--- src/rtl/mips_ctrl_pkg.sv ---
// Shared definitions for the multi-cycle MIPS control FSM: state encodings,
// opcode/funct constants, ALU op codes, mux select encodings and the
// control word that the output decoder produces.
package mips_ctrl_pkg;

    // FSM state encodings; code 4'd15 is unused and recovers to FETCH
    typedef enum logic [3:0] {
        FETCH   = 4'd0,
        DECODE  = 4'd1,
        MEMADR  = 4'd2,
        MEMRD   = 4'd3,
        MEMWB   = 4'd4,
        MEMWR   = 4'd5,
        EXEC    = 4'd6,
        ALUWB   = 4'd7,
        ADDIEX  = 4'd8,
        ANDIEX  = 4'd9,
        IMMWB   = 4'd10,
        BRANCH  = 4'd11,
        JAL     = 4'd12,
        JR      = 4'd13,
        ILLEGAL = 4'd14
    } stateT;

    // Opcodes understood by the controller
    localparam logic [5:0] OP_RTYPE = 6'b000000;
    localparam logic [5:0] OP_LW    = 6'b100011;
    localparam logic [5:0] OP_SW    = 6'b101011;
    localparam logic [5:0] OP_ADDI  = 6'b001000;
    localparam logic [5:0] OP_ANDI  = 6'b001100;
    localparam logic [5:0] OP_BEQ   = 6'b000100;
    localparam logic [5:0] OP_JAL   = 6'b000011;

    // funct code that turns an R-type into jr
    localparam logic [5:0] FUNCT_JR = 6'b001000;

    // ALU operation codes
    localparam logic [2:0] ALU_ADD   = 3'b000;
    localparam logic [2:0] ALU_SUB   = 3'b001;
    localparam logic [2:0] ALU_FUNCT = 3'b010;
    localparam logic [2:0] ALU_AND   = 3'b100;
    localparam logic [2:0] ALU_ADDI  = 3'b101;

    // Write register select
    localparam logic [1:0] REGDST_RT = 2'b00;
    localparam logic [1:0] REGDST_RD = 2'b01;
    localparam logic [1:0] REGDST_RA = 2'b10;

    // Writeback data select
    localparam logic [1:0] WB_ALUOUT = 2'b00;
    localparam logic [1:0] WB_MDR    = 2'b01;
    localparam logic [1:0] WB_PC     = 2'b10;

    // ALU B operand select
    localparam logic [1:0] SRCB_REG    = 2'b00;
    localparam logic [1:0] SRCB_FOUR   = 2'b01;
    localparam logic [1:0] SRCB_IMM    = 2'b10;
    localparam logic [1:0] SRCB_IMMSH2 = 2'b11;

    // PC source select
    localparam logic [1:0] PCSRC_ALU    = 2'b00;
    localparam logic [1:0] PCSRC_ALUOUT = 2'b01;
    localparam logic [1:0] PCSRC_JUMP   = 2'b10;
    localparam logic [1:0] PCSRC_REGA   = 2'b11;

    // Complete set of datapath controls for one cycle
    typedef struct packed {
        logic       pcWrite;
        logic       pcWriteCond;
        logic       iord;
        logic       memRead;
        logic       memWrite;
        logic       irWrite;
        logic [1:0] regDst;
        logic [1:0] memToReg;
        logic       regWrite;
        logic       aluSrcA;
        logic [1:0] aluSrcB;
        logic [2:0] aluOp;
        logic [1:0] pcSource;
        logic       illegalOp;
    } ctrlWordT;

    // Control word with every field deasserted
    function automatic ctrlWordT ctrlIdle();
        ctrlWordT w;
        w = '0;
        return w;
    endfunction

    // True for the two load/store opcodes that share the MEMADR step
    function automatic logic isMemOp(input logic [5:0] op);
        return (op == OP_LW) || (op == OP_SW);
    endfunction

endpackage

--- src/rtl/multicycle_control_fsm_decode.sv ---
// Moore output decoder: maps the current state (plus mem_ready, which only
// qualifies the FETCH-cycle PC and IR loads) to the datapath control word.
module mc_output_decode
    import mips_ctrl_pkg::*;
(
    input  stateT    state,
    input  logic     memReady,
    output ctrlWordT ctrl
);

    // Per-state control word; anything not named for a state stays 0
    always_comb begin
        ctrl = ctrlIdle();
        case (state)
            FETCH: begin
                ctrl.memRead  = 1'b1;
                ctrl.iord     = 1'b0;
                ctrl.aluSrcA  = 1'b0;
                ctrl.aluSrcB  = SRCB_FOUR;
                ctrl.aluOp    = ALU_ADD;
                ctrl.pcSource = PCSRC_ALU;
                // PC+4 and IR are only captured once the read completes
                if (memReady) begin
                    ctrl.irWrite = 1'b1;
                    ctrl.pcWrite = 1'b1;
                end else begin
                    ctrl.irWrite = 1'b0;
                    ctrl.pcWrite = 1'b0;
                end
            end
            DECODE: begin
                // Branch target precomputed speculatively into ALUOut
                ctrl.aluSrcA = 1'b0;
                ctrl.aluSrcB = SRCB_IMMSH2;
                ctrl.aluOp   = ALU_ADD;
            end
            MEMADR: begin
                ctrl.aluSrcA = 1'b1;
                ctrl.aluSrcB = SRCB_IMM;
                ctrl.aluOp   = ALU_ADD;
            end
            MEMRD: begin
                ctrl.memRead = 1'b1;
                ctrl.iord    = 1'b1;
            end
            MEMWB: begin
                ctrl.regWrite = 1'b1;
                ctrl.regDst   = REGDST_RT;
                ctrl.memToReg = WB_MDR;
            end
            MEMWR: begin
                ctrl.memWrite = 1'b1;
                ctrl.iord     = 1'b1;
            end
            EXEC: begin
                ctrl.aluSrcA = 1'b1;
                ctrl.aluSrcB = SRCB_REG;
                ctrl.aluOp   = ALU_FUNCT;
            end
            ALUWB: begin
                ctrl.regWrite = 1'b1;
                ctrl.regDst   = REGDST_RD;
                ctrl.memToReg = WB_ALUOUT;
            end
            ADDIEX: begin
                ctrl.aluSrcA = 1'b1;
                ctrl.aluSrcB = SRCB_IMM;
                ctrl.aluOp   = ALU_ADDI;
            end
            ANDIEX: begin
                ctrl.aluSrcA = 1'b1;
                ctrl.aluSrcB = SRCB_IMM;
                ctrl.aluOp   = ALU_AND;
            end
            IMMWB: begin
                ctrl.regWrite = 1'b1;
                ctrl.regDst   = REGDST_RT;
                ctrl.memToReg = WB_ALUOUT;
            end
            BRANCH: begin
                ctrl.aluSrcA     = 1'b1;
                ctrl.aluSrcB     = SRCB_REG;
                ctrl.aluOp       = ALU_SUB;
                ctrl.pcWriteCond = 1'b1;
                ctrl.pcSource    = PCSRC_ALUOUT;
            end
            JAL: begin
                // $31 takes the already-incremented PC in the same edge the PC jumps
                ctrl.regWrite = 1'b1;
                ctrl.regDst   = REGDST_RA;
                ctrl.memToReg = WB_PC;
                ctrl.pcWrite  = 1'b1;
                ctrl.pcSource = PCSRC_JUMP;
            end
            JR: begin
                ctrl.pcWrite  = 1'b1;
                ctrl.pcSource = PCSRC_REGA;
            end
            ILLEGAL: begin
                ctrl.illegalOp = 1'b1;
            end
            default: begin
                ctrl = ctrlIdle();
            end
        endcase
    end

endmodule

--- src/rtl/multicycle_control_fsm.sv ---
// Multi-cycle MIPS sequencing controller. Holds the state register and the
// next-state logic; control outputs come from mc_output_decode and are forced
// low while reset is asserted.
module multicycle_control_fsm
    import mips_ctrl_pkg::*;
#(
    parameter int          STATE_W  = 4,
    parameter logic [5:0]  JR_FUNCT = FUNCT_JR
) (
    input  logic               clk,
    input  logic               rst,
    input  logic [5:0]         opcode,
    input  logic [5:0]         funct,
    input  logic               mem_ready,
    output logic               pc_write,
    output logic               pc_write_cond,
    output logic               iord,
    output logic               mem_read,
    output logic               mem_write,
    output logic               ir_write,
    output logic [1:0]         reg_dst,
    output logic [1:0]         mem_to_reg,
    output logic               reg_write,
    output logic               alu_src_a,
    output logic [1:0]         alu_src_b,
    output logic [2:0]         alu_op,
    output logic [1:0]         pc_source,
    output logic [STATE_W-1:0] state_out,
    output logic               illegal_op
);

    logic [STATE_W-1:0] stateReg;
    stateT              stateCur;
    stateT              stateNext;
    ctrlWordT           ctrlDecoded;
    ctrlWordT           ctrlOut;

    // Only the low four bits ever carry an encoding; upper bits load as zero
    assign stateCur = stateT'(stateReg[3:0]);

    // Next-state selection; opcode is only consulted in DECODE and MEMADR
    always_comb begin
        stateNext = FETCH;
        case (stateCur)
            FETCH: begin
                if (mem_ready) begin
                    stateNext = DECODE;
                end else begin
                    stateNext = FETCH;
                end
            end
            DECODE: begin
                case (opcode)
                    OP_RTYPE: begin
                        if (funct == JR_FUNCT) begin
                            stateNext = JR;
                        end else begin
                            stateNext = EXEC;
                        end
                    end
                    OP_LW, OP_SW: stateNext = MEMADR;
                    OP_ADDI:      stateNext = ADDIEX;
                    OP_ANDI:      stateNext = ANDIEX;
                    OP_BEQ:       stateNext = BRANCH;
                    OP_JAL:       stateNext = JAL;
                    default:      stateNext = ILLEGAL;
                endcase
            end
            MEMADR: begin
                // An opcode that stopped being a load/store since DECODE is a fault
                if (!isMemOp(opcode)) begin
                    stateNext = ILLEGAL;
                end else if (opcode == OP_LW) begin
                    stateNext = MEMRD;
                end else begin
                    stateNext = MEMWR;
                end
            end
            MEMRD: begin
                if (mem_ready) begin
                    stateNext = MEMWB;
                end else begin
                    stateNext = MEMRD;
                end
            end
            MEMWR: begin
                if (mem_ready) begin
                    stateNext = FETCH;
                end else begin
                    stateNext = MEMWR;
                end
            end
            MEMWB:   stateNext = FETCH;
            EXEC:    stateNext = ALUWB;
            ALUWB:   stateNext = FETCH;
            ADDIEX:  stateNext = IMMWB;
            ANDIEX:  stateNext = IMMWB;
            IMMWB:   stateNext = FETCH;
            BRANCH:  stateNext = FETCH;
            JAL:     stateNext = FETCH;
            JR:      stateNext = FETCH;
            // Sticky trap: only reset leaves it
            ILLEGAL: stateNext = ILLEGAL;
            default: stateNext = FETCH;
        endcase
    end

    // State register with synchronous reset into FETCH
    always_ff @(posedge clk) begin
        if (rst) begin
            stateReg <= STATE_W'(FETCH);
        end else begin
            stateReg <= STATE_W'(stateNext);
        end
    end

    mc_output_decode uDecode (
        .state    (stateCur),
        .memReady (mem_ready),
        .ctrl     (ctrlDecoded)
    );

    // Hold every output low for as long as reset is asserted
    always_comb begin
        if (rst) begin
            ctrlOut   = ctrlIdle();
            state_out = '0;
        end else begin
            ctrlOut   = ctrlDecoded;
            state_out = stateReg;
        end
    end

    assign pc_write      = ctrlOut.pcWrite;
    assign pc_write_cond = ctrlOut.pcWriteCond;
    assign iord          = ctrlOut.iord;
    assign mem_read      = ctrlOut.memRead;
    assign mem_write     = ctrlOut.memWrite;
    assign ir_write      = ctrlOut.irWrite;
    assign reg_dst       = ctrlOut.regDst;
    assign mem_to_reg    = ctrlOut.memToReg;
    assign reg_write     = ctrlOut.regWrite;
    assign alu_src_a     = ctrlOut.aluSrcA;
    assign alu_src_b     = ctrlOut.aluSrcB;
    assign alu_op        = ctrlOut.aluOp;
    assign pc_source     = ctrlOut.pcSource;
    assign illegal_op    = ctrlOut.illegalOp;

endmodule
--- config.mk ---
export PLATFORM = sky130hd
export DESIGN_NAME = multicycle_control_fsm
export DESIGN_NICKNAME = d
export VERILOG_FILES = /design/src/rtl/mips_ctrl_pkg.sv /design/src/rtl/multicycle_control_fsm_decode.sv /design/src/rtl/multicycle_control_fsm.sv
export SDC_FILE = /design/constraint.sdc
export NUM_CORES = 1
export LEC_CHECK = 0
export ABC_CLOCK_PERIOD_IN_PS = 1500
export CORE_MARGIN = 2
export CORE_UTILIZATION = 34
export CTS_CLUSTER_DIAMETER = 40
export DETAILED_ROUTE_END_ITERATION = 8
export HOLD_SLACK_MARGIN = 0.1
export PLACE_DENSITY = 0.75
export SKIP_CTS_REPAIR_TIMING = 1
export SYNTH_ARGS = -nofsm -noshare
export SYNTH_HDL_FRONTEND = slang
export SYNTH_SLANG_ARGS = --single-unit
--- constraint.sdc ---
create_clock -name clk -period 1.5 [get_ports clk]
set_input_delay 0.225 -clock clk [delete_from_list [all_inputs] [get_ports clk]]
set_output_delay 0.225 -clock clk [all_outputs]
set_load 0.01 [all_outputs]
# Yosys cells after proc, flatten, opt, wreduce, memory -nomap -nowiden
# Index checks and enable logic that the tools add are counted.
dict set report op_classes {
  eq_ne 21
  muxes 21
  reduce_logical 8
}
# cell count
set ops {}
lappend ops {{$pmux 6 s7} 1}
lappend ops {{$pmux 4 s8} 1}
lappend ops {{$eq 4x4->1 const B} 7}
lappend ops {{$pmux 4 s6} 1}
lappend ops {{$mux 20} 1}
lappend ops {{$pmux 5 s4} 1}
lappend ops {{$eq 6x4->1 const B} 3}
lappend ops {{$eq 4x3->1 const B} 4}
lappend ops {{$eq 6x6->1 const B} 2}
lappend ops {{$mux 4} 3}
lappend ops {{$reduce_or 2->1} 5}
lappend ops {{$mux 3} 3}
lappend ops {{$eq 4x2->1 const B} 2}
lappend ops {{$mux 1} 8}
lappend ops {{$eq 6x2->1 const B} 1}
lappend ops {{$eq 6x3->1 const B} 1}
lappend ops {{$logic_not 6->1} 1}
lappend ops {{$pmux 2 s3} 1}
lappend ops {{$eq 4x1->1 const B} 1}
lappend ops {{$logic_not 4->1} 1}
lappend ops {{$pmux 1 s2} 1}
lappend ops {{$logic_or 1x1->1} 1}
dict set report word_totals {
  input_bits 15
  elab_cells 51
  regBits 4
}

# Longest topological paths before layout
# Gate-level depths: netlist of run 1.
dict set report logic_depth {
  word_depth 4
  depth_mapped 6
  mapped_depth_nobuf 5
}

# Cells and area by module
# Synthesis of run 1 repeated with hierarchy kept, for this count alone.
dict set report hier_totals {
  hier_cells 120
  hier_area_um2 840.8
}
# mod instances seq_area_each_um2 cells_per_inst area_each_um2
set by_module_without_submodules {}
lappend by_module_without_submodules {multicycle_control_fsm 1 80.1 82 603.1}
lappend by_module_without_submodules {mc_output_decode 1 0.0 38 237.7}

# Worst setup path before layout of run 1
# Ideal clock, no wire load.
dict set report synth_path {
  kind {register -> output}
  from {register stateReg[2] (netlist: stateCur[2])}
  to {output port reg_dst[1]}
  slack_ns -0.131
  arrival_ns 1.406
  stages_incl_launch_ff 6
  required_time_ns 1.275
  path_cell_list {dfxtp_1 clkbuf_1 buf_2 nand2_1 nor3_1 buf_4}
}
dict set report synth_via {
  elab_chain_len 3
  elab_cells_between_ends 6
  classes_between {eq/ne (4); mux (2)}
}
# item line_no
set synth_lines {}
lappend synth_lines {{start, declared} multicycle_control_fsm.sv:32} ;# logic [STATE_W-1:0] stateReg;
lappend synth_lines {{start signal, assigned} multicycle_control_fsm.sv:111} ;# stateReg <= STATE_W'(FETCH);
lappend synth_lines {{start signal, assigned} multicycle_control_fsm.sv:113} ;# stateReg <= STATE_W'(stateNext);
lappend synth_lines {{$eq 4x4->1 / $eq 4x3->1 (equally long branches)} multicycle_control_fsm_decode.sv:14} ;# case (state)
lappend synth_lines {{$pmux 5 s4 (*)} multicycle_control_fsm_decode.sv:14}
lappend synth_lines {{$mux 20 (*)} multicycle_control_fsm.sv:125} ;# if (rst) begin
lappend synth_lines {{end, declared} multicycle_control_fsm.sv:21} ;# output logic [1:0] reg_dst,
# Every way passes the cells marked *; elsewhere a longest branch is shown, timed or not.

# Worst setup path in the final report of run 1
dict set report layout_path {
  from {register stateReg[2] (netlist: stateCur[2])}
  to {output port iord}
}
dict set report layout_via {
  elab_chain_len 4
  elab_cells_between_ends 5
  classes_between {eq/ne (2); mux (2); reduce/logical (1)}
}
# item line_no
set layout_lines {}
lappend layout_lines {{$eq 4x2->1 / $eq 4x3->1 (equally long branches)} multicycle_control_fsm_decode.sv:14}
lappend layout_lines {{$reduce_or 2->1 (no source line) (*)} n/a}
lappend layout_lines {{$mux 1 (*)} multicycle_control_fsm_decode.sv:14}
lappend layout_lines {{$mux 20 (*)} multicycle_control_fsm.sv:125}
lappend layout_lines {{end, declared} multicycle_control_fsm.sv:17} ;# output logic iord,
# Marks and branches as above.

==> out/qor.txt, run 1 <==
Outcome - finished, violations left
Failing checks - negative setup slack
Gr usage total - 21.0%
Fmax - 0.640 GHz
Number of flip-flops in the largest register - 4
Max H-tree Level - 1
Worst-margin pin slew - 0.279 ns
Worst path required time - 1.27 ns
Reg-to-reg endpoint - stateCur[2]
Core ar. - 1940 um^2
Synth unique cells - 38
Synth Instances - 113
Final Hold Fails - 0
Crit path DAT - 1.34 ns
Antenna violations before repair - 0
First-pass GRT wire length - 4080 um
Slew margin rel. - 81.4%
Static leakage - 0.876 nW
Total number of vias - 1164
Fill cells - 117
Multi-input gate area - 762 um^2
Net count, final - 201
Reg area - 92.6 um^2
CP Launch Type - flop
Root Buffer - clkbuf_4
CTS Buf Count - 3
ANT cells - 0
Clk_lat worst skew - 0.25 ns
Max-cap viol count - 0
Met3 WL - 239 um
DR pass1 iterations - 4
Final Skew - 0.00875 ns
Area growth syn-to-layout - 128%
Highest Signal Layer - met4
Share of cells above drive strength 1 - 54.9%
R2r setup slk - -0.06 ns
Final wirelength - 3260 um
Clock slew at reported path FFs - 0.05 ns
Kind of critical path - flop to output port
Mapped Nets - 128
Setup tns final - -0.435 ns
DRC - 0
Post-Syn Area per Cell - 6.19 um^2
Overflow after GRT - 0
Dominant synthesized flop cell - dfxtp_1
CP Max Fanout - 5
Tcrit/Tclk final - 104%
Register area share after synthesis - 11.4%
Synth area leaders - dfxtp_1 11%, nor2_1 9.1%, nor3_1 7.9%
Largest net degree at the start of global routing - 18
Unrepaired setup endpoints after global routing - true
Port Buffers - 38
Via density - 5.52
Worst setup margin - -0.0617 ns
Yosys top cell by area - dfxtp_1
Post-route ant nets - 0
Die Wd - 49.4 um
Clk buf depth - 2
Full die area - 2440 um^2
EDFF count, synth - 0
HP Class - input port to flop
Synth top area share - 11.4%
Maximum vdd ir drop - 0.799 mV
Reg2reg path depth - 6
Synth warnings - 0
Crit end category - output port
WL met2 - 1790 um
Min Clock Period, post-route - 1.56 ns
Initial core utilization - 36.0%
Hold Path Sink - stateCur[0]
Async set-reset flop share out of synthesis - 0%
Die Y - 49.4 um
Placement Rows - 16
Utilization after layout - 82.0%
Io pins - 39
TritonCTS clock tree - built
Synth Register Bits - 4
Crit Reg-Reg Startpoint - stateCur[3]
PD cells - 1500 nW/um^2
DR WL/cell - 15.4 um
Slew Limit Fails - 0
Initial DRC count - 23
Setup violations, final - 11
Vias in the first global route - 986
Worst hold start - opcode[1]
Hold Path Cell Cnt - 5
Post-DP HPWL - 2020 um
Synth Cell Area - 699 um^2
Met1 WL - 1150 um
Gpl congestion - 0.891
Clock sink total - 4
-- cell families (layout without fill, tap and decap cells) --
| group | Yosys count | count (layout) | synth area share, % |
|---|---|---|---|
| flops | 4 | 4 | 11.4 |
| buf+inv | 12 | 83 | 7.16 |
| compound gates | 26 | 26 | 25.0 |
| xor+xnor | 2 | 2 | 2.50 |
| simple gates | 69 | 69 | 53.8 |
-- cells in the mapped netlist (2+ instances only) --
| master | n |
|---|---|
| nand3b_1 | 2 |
| nand2b_1 | 7 |
| nor2_1 | 17 |
| a21o_1 | 2 |
| nor4_1 | 2 |
| o21ai_0 | 5 |
| nor3_1 | 11 |
| or2_2 | 3 |
| inv_1 | 3 |
| nor2b_1 | 6 |
| a32oi_1 | 2 |
| dfxtp_1 | 4 |
| nor3b_1 | 2 |
| xor2_1 | 2 |
| o311ai_0 | 2 |
| nand2_1 | 9 |
| clkbuf_1 | 7 |
| a21oi_1 | 7 |
-- placed cells by master (no fill, tap or decap), types with 3 or more instances in the layout --
master / instances
buf_4: 29
dlymetal6s2s_1: 15
buf_2: 14
nor2_1: 13
buf_6: 10
nor3_2: 7
nand2_1: 6
a21oi_1: 5
clkdlybuf4s50_1: 5
nor2b_1: 4
o21ai_0: 4
nand2b_4: 3
nand2b_1: 3
nor2_2: 3
clkbuf_4: 3
clkbuf_2: 3
dfxtp_4: 3
-- routing by layer --
metal  GRT usage [%]  vias up
met5               0        -
met1            20.7      529
met3            3.99       11
met4            6.19        0
met2            43.0       71
li1                -      553
-- final cells by class --
cell class / count / area share, %
Multi-Input combinational cell: 97 / 47.8
Timing Repair Buffer: 77 / 41.9
Sequential cell: 4 / 5.81
Tap cell: 27 / 2.12
Clock buffer: 3 / 1.41
Inverter: 3 / 0.864
-- report_power, final --
part	switching (W)	leakage [nW]	internal, W
Clock	0.0000556	0.0138	0.0000903
Combinational	0.000976	0.827	0.00102
Sequential	0.0000772	0.0353	0.000174
Total	0.00111	0.876	0.00128
-- stage by stage --
stage / cells / power, W / area, um^2 / hold WS, ns / setup WS, ns
3_5_place_dp: 201 / 0.00177 / 1330 / 0.776 / -0.544
3_3_place_gp: 201 / 0.00174 / 1330 / 0.759 / -0.480
6_report: 211 / 0.00239 / 1590 / 0.542 / -0.0617
2_1_floorplan: 113 / 0.000982 / 717 / 0.445 / -0.00550
5_1_grt: 211 / 0.00254 / 1590 / 0.586 / -0.139
4_1_cts: 204 / 0.00192 / 1350 / 0.795 / -0.580
-- worst max-delay path by stage --
stage                start  slack, ns            to  cells after the start
4_1_cts        stateCur[2]      -0.58  alu_src_b[0]                      4
5_1_grt        stateCur[2]      -0.14     reg_write                      6
3_5_place_dp           rst      -0.54      pc_write                      7
2_1_floorplan  stateCur[2]     -0.005    reg_dst[1]                      5
6_report       stateCur[2]      -0.06          iord                      6
3_3_place_gp           rst      -0.48      pc_write                      7
-- worst max-delay path: stages, from the launching register on --
cell     delay (ns)
dfxtp_4        0.35
buf_6          0.12
buf_6          0.11
xor2_1         0.15
nand2_1        0.11
nor3_2         0.11
buf_2          0.15
(Power assumes the default switching activity.)
==> run 2, diff against run 1 <==
--- a/config.mk
+++ b/config.mk
@@ -11,6 +11,7 @@
 export CTS_CLUSTER_DIAMETER = 40
 export DETAILED_ROUTE_END_ITERATION = 8
 export HOLD_SLACK_MARGIN = 0.1
+export MAX_ROUTING_LAYER = met4
 export PLACE_DENSITY = 0.75
 export SKIP_CTS_REPAIR_TIMING = 1
 export SYNTH_ARGS = -nofsm -noshare
==> out/qor.txt, run 2 (synthesis gave the netlist of run 1 again) <==
CTS Buf Count - 3
Tcrit/Tclk final - 104%
Clk_lat worst skew - 0.25 ns
First-pass GRT wire length - 4080 um
Unrepaired setup endpoints after global routing - true
Setup tns final - -0.470 ns
Number of flip-flops in the largest register - 4
Die Wd - 49.4 um
Total number of vias - 1163
Max-cap viol count - 0
Failing checks - negative setup slack
Final wirelength - 3260 um
Overflow after GRT - 0
Kind of critical path - flop to output port
Static leakage - 0.876 nW
Worst hold start - opcode[1]
Initial core utilization - 36.0%
ANT cells - 0
Setup violations, final - 12
CP Cell Sequence - buf_6, buf_6, xor2_1, nand2_1, nor3_2, buf_2
Min Clock Period, post-route - 1.56 ns
Via density - 5.51
Area growth syn-to-layout - 128%
Gr usage total - 21.6%
Largest net degree at the start of global routing - 18
Clock slew at reported path FFs - 0.04 ns
Crit-path max cell delay - 0.35 ns
Slew margin rel. - 82.3%
Maximum vdd ir drop - 0.801 mV
DR WL/cell - 15.5 um
CP Max Fanout - 5
Commonest non-fill, non-tap cell in the layout - buf_4
TritonCTS clock tree - built
Placement Rows - 16
Die Y - 49.4 um
Max H-tree Level - 1
Worst setup margin - -0.0634 ns
Critical path's slowest cell - dfxtp_4
Initial DRC count - 16
Fmax - 0.640 GHz
Outcome - finished, violations left
Antenna violations before repair - 0
Clock sink total - 4
HP Class - input port to flop
Root Buffer - clkbuf_4
Vias in the first global route - 986
Post-DP HPWL - 2020 um
Worst path required time - 1.27 ns
Net count, final - 201
Final Skew - 0.00791 ns
Setup WS pre-CTS - -0.544 ns
Most used cell, CP - buf_6
Worst-margin pin slew - 0.264 ns
Highest-count cells in the layout ignoring fill and taps - 29 x buf_4, 15 x dlymetal6s2s_1, 14 x buf_2, 13 x nor2_1, 10 x buf_6
Share of cells above drive strength 1 - 54.9%
Crit path DAT - 1.34 ns
Post-route ant nets - 0
Io pins - 39
Clk buf depth - 2
Crit path launch - stateCur[2]
Core ar. - 1940 um^2
DR pass1 iterations - 4
Non-Filler Instances - 211
Full die area - 2440 um^2
PD cells - 1500 nW/um^2
Gpl congestion - 0.906
Slew Limit Fails - 0
Placed cell count - 201
DRC - 0
Port Buffers - 38
Final Hold Fails - 0
CP Launch Type - flop
Crit Reg-Reg Startpoint - stateCur[3]
Crit end category - output port
Design Power - 0.00239 W
[run 2: cell counts in the layout (fill, tap and decap cells not counted)]
No cell type changed its count.
[run 2: worst paths after layout]
| check | end | slack [ns] | depth (start not counted) |
|---|---|---|---|
| max | iord | -0.06 | 6 |
| min | stateCur[0] | 0.54 | 5 |
| max reg2reg | stateCur[2] | -0.06 | 6 |
| min reg2reg | stateCur[2] | 0.76 | 3 |
[run 2: cell type report]
| class | count | area [um^2] |
|---|---|---|
| Clock buffer | 3 | 22.5 |
| Fill cell | 117 | 349 |
| Inverter | 3 | 13.8 |
| Multi-Input combinational cell | 97 | 762 |
| Sequential cell | 4 | 92.6 |
| Tap cell | 27 | 33.8 |
| Timing Repair Buffer | 77 | 668 |
[run 2: power breakdown]
| group | switching (W) | internal (W) | leakage (nW) |
|---|---|---|---|
| clock | 0.0000541 | 0.0000902 | 0.0138 |
| sequential | 0.0000786 | 0.000174 | 0.0353 |
| combinational | 0.000977 | 0.00102 | 0.827 |
[run 2: critical path: cells and delay by family (launching register included)]
| family | cells | cell delay [ns] |
|---|---|---|
| buffers and inverters | 3 | 0.38 |
| DFF | 1 | 0.35 |
| and+or+nand+nor | 2 | 0.22 |
| xor gates and xnor gates | 1 | 0.15 |
[run 2: per-stage QoR]
stage	hold slack (ns)	cell area (um^2)	util (%)
floorplan	0.445	717	-
global placement	0.759	1330	68.5
detailed placement	0.776	1330	68.5
CTS	0.795	1350	69.7
global route	0.586	1590	82.0
finish	0.545	1590	82.0
[run 2: per-layer routing]
layer | global-route usage (%) | wire (um)
met1 | 20.7 | 1170
met2 | 43.0 | 1790
met3 | 3.99 | 219
met4 | 6.19 | 78
met5 | - | 0
==> run 3, diff against run 2 <==
--- a/config.mk
+++ b/config.mk
@@ -14,6 +14,7 @@
 export MAX_ROUTING_LAYER = met4
 export PLACE_DENSITY = 0.75
 export SKIP_CTS_REPAIR_TIMING = 1
+export SLEW_MARGIN = 20
 export SYNTH_ARGS = -nofsm -noshare
 export SYNTH_HDL_FRONTEND = slang
 export SYNTH_SLANG_ARGS = --single-unit
==> results of run 3 <==
Same layout as run 2: the final DEF is identical, and so are final timing and power.
